==> src/rtl/uart_pkg.sv <==
// rtl/uart_pkg.sv - receiver state encoding and payload-width clamp shared by the uart_rx slice
package uart_pkg;

    typedef enum logic [1:0] {
        ST_IDLE  = 2'd0,
        ST_START = 2'd1,
        ST_DATA  = 2'd2,
        ST_STOP  = 2'd3
    } rx_state_e;

    // A zero or oversized request means "full word".
    function automatic logic [5:0] clamp_bits(input logic [5:0] req, input int unsigned max_bits);
        if (req == 6'd0 || 32'(req) > max_bits) begin
            return 6'(max_bits);
        end
        return req;
    endfunction

endpackage

==> src/rtl/uart_rx_sync.sv <==
// rtl/uart_rx_sync.sv - two-flop synchroniser for the serial line, idles high out of reset
module uart_rx_sync (
    input  logic clk,
    input  logic rst_n,
    input  logic d,
    output logic q
);

    logic meta_q;
    logic sync_q;

    always_ff @(posedge clk or negedge rst_n) begin
        if (!rst_n) begin
            meta_q <= 1'b1;
            sync_q <= 1'b1;
        end else begin
            meta_q <= d;
            sync_q <= meta_q;
        end
    end

    assign q = sync_q;

endmodule

==> src/rtl/uart_rx.sv <==
// rtl/uart_rx.sv - serial frame receiver (start, LSB-first payload, stop) with done/error strobes
// Optional UART_RX_SYNC_EN puts a two-flop synchroniser in front of the FSM.
module uart_rx
    import uart_pkg::*;
#(
    parameter int MAX_WORD_SIZE = 8,
    parameter int CLKS_PER_BIT  = 1
) (
    input  logic                     clk,
    input  logic                     rst_n,
    input  logic                     rx,
    input  logic [5:0]               rx_bits,
    output logic [MAX_WORD_SIZE-1:0] dout,
    output logic                     rx_done,
    output logic                     rx_err
);

    localparam int CW   = (CLKS_PER_BIT > 1) ? $clog2(CLKS_PER_BIT) : 1;
    localparam int HALF = CLKS_PER_BIT / 2;
    localparam logic [CW-1:0] CNT_LAST  = CW'(CLKS_PER_BIT - 1);
    localparam logic [CW-1:0] HALF_LAST = CW'((HALF > 0) ? HALF - 1 : 0);

    logic rx_s;

`ifdef UART_RX_SYNC_EN
    uart_rx_sync u_sync (
        .clk   (clk),
        .rst_n (rst_n),
        .d     (rx),
        .q     (rx_s)
    );
`else
    assign rx_s = rx;
`endif

    rx_state_e                state_q, state_d;
    logic [CW-1:0]            clk_cnt_q, clk_cnt_d;
    logic [5:0]               bit_cnt_q, bit_cnt_d;
    logic [5:0]               nbits_q, nbits_d;
    logic [MAX_WORD_SIZE-1:0] shift_q, shift_d;
    logic [MAX_WORD_SIZE-1:0] dout_q, dout_d;
    logic                     rx_done_q, rx_done_d;
    logic                     rx_err_q, rx_err_d;

    always_ff @(posedge clk or negedge rst_n) begin
        if (!rst_n) begin
            state_q   <= ST_IDLE;
            clk_cnt_q <= '0;
            bit_cnt_q <= '0;
            nbits_q   <= '0;
            shift_q   <= '0;
            dout_q    <= '0;
            rx_done_q <= 1'b0;
            rx_err_q  <= 1'b0;
        end else begin
            state_q   <= state_d;
            clk_cnt_q <= clk_cnt_d;
            bit_cnt_q <= bit_cnt_d;
            nbits_q   <= nbits_d;
            shift_q   <= shift_d;
            dout_q    <= dout_d;
            rx_done_q <= rx_done_d;
            rx_err_q  <= rx_err_d;
        end
    end

    always_comb begin
        state_d   = state_q;
        clk_cnt_d = clk_cnt_q;
        bit_cnt_d = bit_cnt_q;
        nbits_d   = nbits_q;
        shift_d   = shift_q;
        dout_d    = dout_q;
        rx_done_d = 1'b0;
        rx_err_d  = 1'b0;

        case (state_q)
            ST_IDLE: begin
                if (!rx_s) begin
                    clk_cnt_d = '0;
                    bit_cnt_d = '0;
                    nbits_d   = clamp_bits(rx_bits, MAX_WORD_SIZE);
                    shift_d   = '0;
                    // At one clock per bit the start bit has already been seen in full.
                    state_d   = (CLKS_PER_BIT == 1) ? ST_DATA : ST_START;
                end
            end
            ST_START: begin
                if (clk_cnt_q == HALF_LAST) begin
                    clk_cnt_d = '0;
                    state_d   = rx_s ? ST_IDLE : ST_DATA;
                end else begin
                    clk_cnt_d = clk_cnt_q + CW'(1);
                end
            end
            ST_DATA: begin
                if (clk_cnt_q == CNT_LAST) begin
                    clk_cnt_d = '0;
                    for (int i = 0; i < MAX_WORD_SIZE; i++) begin
                        if (bit_cnt_q == 6'(i)) begin
                            shift_d[i] = rx_s;
                        end
                    end
                    bit_cnt_d = bit_cnt_q + 6'd1;
                    if (bit_cnt_q == nbits_q - 6'd1) begin
                        state_d = ST_STOP;
                    end
                end else begin
                    clk_cnt_d = clk_cnt_q + CW'(1);
                end
            end
            ST_STOP: begin
                if (clk_cnt_q == CNT_LAST) begin
                    clk_cnt_d = '0;
                    if (rx_s) begin
                        dout_d    = shift_q;
                        rx_done_d = 1'b1;
                    end else begin
                        rx_err_d  = 1'b1;
                    end
                    // Leaving now lets a back-to-back start bit be caught next cycle.
                    state_d = ST_IDLE;
                end else begin
                    clk_cnt_d = clk_cnt_q + CW'(1);
                end
            end
            default: state_d = ST_IDLE;
        endcase
    end

    assign dout    = dout_q;
    assign rx_done = rx_done_q;
    assign rx_err  = rx_err_q;

endmodule

==> config.mk <==
export PLATFORM = sky130hd
export DESIGN_NAME = uart_rx
export DESIGN_NICKNAME = d
export VERILOG_FILES = /design/src/rtl/uart_pkg.sv /design/src/rtl/uart_rx_sync.sv /design/src/rtl/uart_rx.sv
export SDC_FILE = /design/constraint.sdc
export NUM_CORES = 1
export LEC_CHECK = 0
export CORE_UTILIZATION = 40
export CTS_CLUSTER_SIZE = 16
export DETAILED_ROUTE_END_ITERATION = 12
export GPL_ROUTABILITY_DRIVEN = 0
export SLEW_MARGIN = 20
export SYNTH_ARGS = -nofsm -noshare
export SYNTH_HDL_FRONTEND = slang
export SYNTH_HIERARCHICAL = 1
export SYNTH_SLANG_ARGS = --single-unit
==> constraint.sdc <==
create_clock -name clk -period 1.44 [get_ports clk]
set_input_delay 0.432 -clock clk [delete_from_list [all_inputs] [get_ports clk]]
set_output_delay 0.432 -clock clk [all_outputs]
set_load 0.005 [all_outputs]
* Yosys cells after proc, flatten, opt, wreduce, memory -nomap -nowiden
Index checks and enable logic that the tools add are counted.
** Word-level totals
- Flip-flop bits (word level) :: 33
- Bits in latches :: 0
- RAM bits :: 0
- ROM bits :: 0
- Output and inout port bits :: 10
- Memories kept :: 0
** Cells by class
- $add $sub $neg :: 3
- Multipliers :: 0
- Divide/modulo/power cells :: 0
- $lt $le $gt $ge :: 1
- Eq/ne operators :: 24
- Shift-type cells :: 0
- Muxes and demuxes :: 35
- Bitwise operators :: 2
- Reductions and logical operators :: 18
** Operator list (number)
- $reduce_and 4->1 :: 8
- $ne 2x2->1 const B :: 13
- $eq 6x3->1 const B :: 4
- $mux 6 :: 4
- $mux 1 :: 19
- $mux 8 :: 2
- $pmux 8 s2 :: 1
- $eq 6x2->1 const B :: 2
- $logic_not 6->1 :: 2
- $mux 2 :: 6
- $pmux 6 s2 :: 1
- $pmux 2 s4 :: 1
- $add 6x1->6 const B :: 1
- $eq 6x1->1 const B :: 1
- $eq 6x6->1 :: 1
- $gt 6x4->1 const B :: 1
- $reduce_and 3->1 :: 2
- $sub 6x1->6 const B :: 1
- $reduce_and 5->1 :: 1
- $eq 2x2->1 const B :: 2
- $reduce_or 3->1 :: 1
- $eq 2x1->1 const B :: 1
- $logic_not 2->1 :: 1
- $not 1->1 :: 2
- other kinds (5) :: 5

* Longest topological paths before layout
- Word-level depth :: 6
- Depth in mapped cells :: 6

* Least setup slack after synthesis
OpenSTA, ideal clock, no wires.
- Path type :: register to register
- Start point :: register state_q[0]
- End point :: register nbits_q[1]
- Library setup time :: 121 ps
- Data arrival time :: 1272 ps
- Data required time :: 1319 ps
- Path slack :: 47 ps
- Cell stages (with the launch flop) :: 5
- Path buffers :: 2
- Period minus slack after synthesis :: 1393 ps
- Cells stage by stage :: dfrtp_1 > clkbuf_1 > or3_1 > buf_2 > a22o_1
** Between the ends
- Word-level cells in the longest chain between the ends :: 2
** RTL lines
- from (decl) :: RTL line uart_rx.sv:36 : rx_state_e state_q, state_d;
- from (signal assigned) :: RTL line uart_rx.sv:56 : state_q <= state_d;
- $logic_not 2->1 :: RTL line uart_rx.sv:77 : case (state_q)
- $reduce_and 2->1 (no source line)
- to (signal assigned) :: RTL line uart_rx.sv:59 : nbits_q <= nbits_d;
- to (decl) :: RTL line uart_rx.sv:39 : logic [5:0] nbits_q, nbits_d;
No other way between the ends.
A chain may end at the register's enable or synchronous reset.

* Final worst setup path
- Start point :: register nbits_q[1]
- End point :: register state_q[0]
** Between the ends
- Word-level cells in the longest chain between the ends :: 4
** RTL lines
- $sub 6x1->6 :: RTL line uart_rx.sv:105 : if (bit_cnt_q == nbits_q - 6'd1) begin
- $eq 6x6->1 :: RTL line uart_rx.sv:105
- $ne 2x2->1 (no source line)
- $reduce_and 5->1 (no source line)
No other way between the ends.

==> results.toml <==
[logic_synthesis]
synth.distinct_cells = 32
synth_seq_area_share_pct = 52.67
synthMuxAreaShare_pct = 5.926
synthAdderAreaFrac_pct = 4.115
yosys.area.top_type = "dfrtp_1"
yosys-top-cells-area = "dfrtp_1, mux2_2, nand2_1"
yosys.area_share.simple_pct = 19.92
syn_nets = 156
syn_area_per_cell_sq_um = 10.71
synth_top_family_by_area = "simple AND/OR/NAND/NOR gates"
synth_edf_count = 0
async_flop_share_pct = 100.0
syn-cell-area_sq_um = 1520
syn-instance-count = 142
synth_xor_area_share_pct = 5.761
synth_warnings = 6
ys.flop_type = "dfrtp_1"
ys_seq_elements = 32
synth_top_area_share_pct = 52.67
synth_compound_area_share_pct = 8.971

[global_route]
grt_max_degree = 33
grt_pass1_vias = 1132
track_usage_pct = 16.26
grt_pass1_wl_mm = 4.981
grt_overflow = 0
antenna_found_initial = 0

[cts]
cts_max_level = 2
insertion_delay_ns = 0.29
cts_sinks = 32
cts_tree = "yes"
postCtsHoldBufs = 0
cts_made_buffers = 5
path_clk_slew_ns = 0.07
clockRootBuffer = "clkbuf_8"
cts_buffer_depth = 2

[timing]
slew_violations = 0
rsz0062_at_grt = "true"
finalClockSkew_ns = 0.005581
worstMarginPinSlew_ns = 0.3360
fin_ws_ns = 0.05322
fmaxAchievable_ghz = 0.7211
layout_min_cycle_time_ns = 1.387
post-route-period-util_pct = 96.30
relSlewSlack_pct = 77.53
hold_violations = 0
setup_viol = 0

[route]
ant_nets = 0
vias = 1142
viasPerCell = 5.031
drcViolationCount = 0
drt_iter0_drc = 31
wire_per_inst_um = 12.46
routed_wirelength_mm = 2.829
firstDrtPassIters = 4

[pwr]
pwr-share-seq_pct = 36.2
combinationalPowerShare_pct = 41.3
clock_power_share_pct = 22.5
max-vdd-ir-drop_uv = 901.9
leakage_nw = 0.9662
intPower_mw = 2.799
finalPower_mw = 4.204
switching_share_pct = 33.43
switchingPower_mw = 1.406
powerDensity_nw_per_um2 = 2065

[cells_and_area]
fin_nets = 192
fin_cells = 227
syn_to_final_growth_pct = 33.91
antenna_cells = 0
fin_area_sq_um = 2036
drive_above_1_share_pct = 22.91

[worst_setup_path]
critPathMaxFanout = 3
cp.arrival_ns = 1.58
setup.worst_path.start = "nbits_q[1]"
r2r_start = "nbits_q[1]"
cp.required_ns = 1.63
worstSetupEndpointType = "register"
critPathKind = "register to register"
critPathLaunchType = "register"

[place]
placed_cell_area_sq_um = 1862
dp.cells = 216
dp_hpwl_mm = 2.027
io_buffers = 18
place_worst_setup_slack_ns = -0.3097

[run]
maxCapViolations = 0

[hold_path]
min_path_type = "input port to register"
hp-start = "rx"

[die]
die_area_sq_um = 4051
die_y_um = 63.65
die_width_um = 63.65
row_count = 22
initial_core_util_pct = 41.52
pin_count = 19
coreArea_sq_um = 3661

[status]
outcome = "finished, final reports clean"
-- routing by layer --
layer / vias to the layer above / global-route usage [%] / share of wire [%]
met5: - / 0 / 0
met3: 7 / 6.159 / 4.3
li1: 571 / - / -
met2: 21 / 25.93 / 49
met1: 543 / 19.12 / 45
met4: 0 / 7.670 / 1.9
-- registers in the layout, summed over array words and instances, names as in the netlist --
signal / count
rx_err: 1
shift_q: 8
state_q: 2
bit_cnt_q: 6
dout: 8
nbits_q: 6
rx_done: 1
-- power by group through the flow --
stage / sequential, mW / combinational, mW / clock [mW]
final: 1.52 / 1.74 / 0.946
after global placement: 1.51 / 1.70 / 0
after global routing: 1.57 / 1.95 / 1.01
after floorplan: 1.49 / 1.12 / 0
after CTS: 1.51 / 1.69 / 0.970
after detailed placement: 1.53 / 1.76 / 0
-- cells in the final DEF, fill, tap and decap left out, types with 2 or more instances in the layout --
cell type,n
a22o_1,3
clkdlybuf4s50_1,7
buf_6,2
buf_12,2
ha_1,5
buf_4,12
o21ai_0,6
or3_4,2
clkbuf_8,7
dfrtp_1,32
dlygate4sd2_1,10
xor2_1,3
nand2_1,24
nand3_1,13
inv_1,5
nor2_1,2
and2_1,2
nand4_1,2
mux2_2,8
xnor2_1,7
o211ai_1,9
-- cell families (layout without fill, tap and decap cells) --
group           after synthesis  in the layout
fa+ha+maj                     5              5
mux                           8              8
buf+inv                      10             47
flops                        32             32
compound gates               20             20
simple gates                 57             57
xor+xnor                     10             10
-- stage by stage --
| stage | setup TNS (ns) | utilization, % | hold WS [ns] |
|---|---|---|---|
| floorplan | 0 | - | 0.1364 |
| global placement | -6.549 | 50.85 | 0.4861 |
| detailed placement | -6.871 | 50.85 | 0.4927 |
| CTS | 0 | 54.10 | 0.4982 |
| global route | -0.03707 | 55.60 | 0.4657 |
| finish | 0 | 55.60 | 0.4527 |
-- cells in the mapped netlist (all sizes together) (3+ instances only) --
| master | n |
|---|---|
| dfrtp | 32 |
| inv | 5 |
| nand2 | 24 |
| mux2 | 8 |
| clkbuf | 3 |
| nand3 | 13 |
| ha | 5 |
| xnor2 | 7 |
| nor4 | 3 |
| xor2 | 3 |
| o21ai | 6 |
| o211ai | 9 |
| a22o | 3 |
-- critical path, stage by stage, from the launching register on --
cell and delay, ns:
dfrtp_1 0.38, inv_1 0.06, ha_1 0.30, xor2_1 0.17
nand3_1 0.11, nor4b_2 0.28
-- worst paths after layout --
check,end,slack (ns),cells past startpoint
min in group asynchronous,rx_done,0.50,2
hold reg to reg,dout[1],0.50,1
setup reg to reg,state_q[0],0.05,5
max in group asynchronous,state_q[0],0.77,2
setup / recovery,state_q[0],0.05,5
hold / removal,rx_err,0.45,3
-- area by class of cell --
| class | instances | area (sq um) |
|---|---|---|
| fill | 320 | 1625 |
| sequential | 32 | 800.8 |
| multi-input combinational | 100 | 706.9 |
| timing repair buffer | 34 | 322.8 |
| clock buffer | 7 | 96.34 |
| tap | 48 | 60.06 |
| clock inverter | 1 | 30.03 |
| inverter | 5 | 18.77 |
-- what timing repair did --
item	CTS	global route
pin swaps	0	5
buffers inserted	0	3
gates resized for setup	11	7
setup endpoints to repair	13	15
Power figures use the tool's default switching activity.
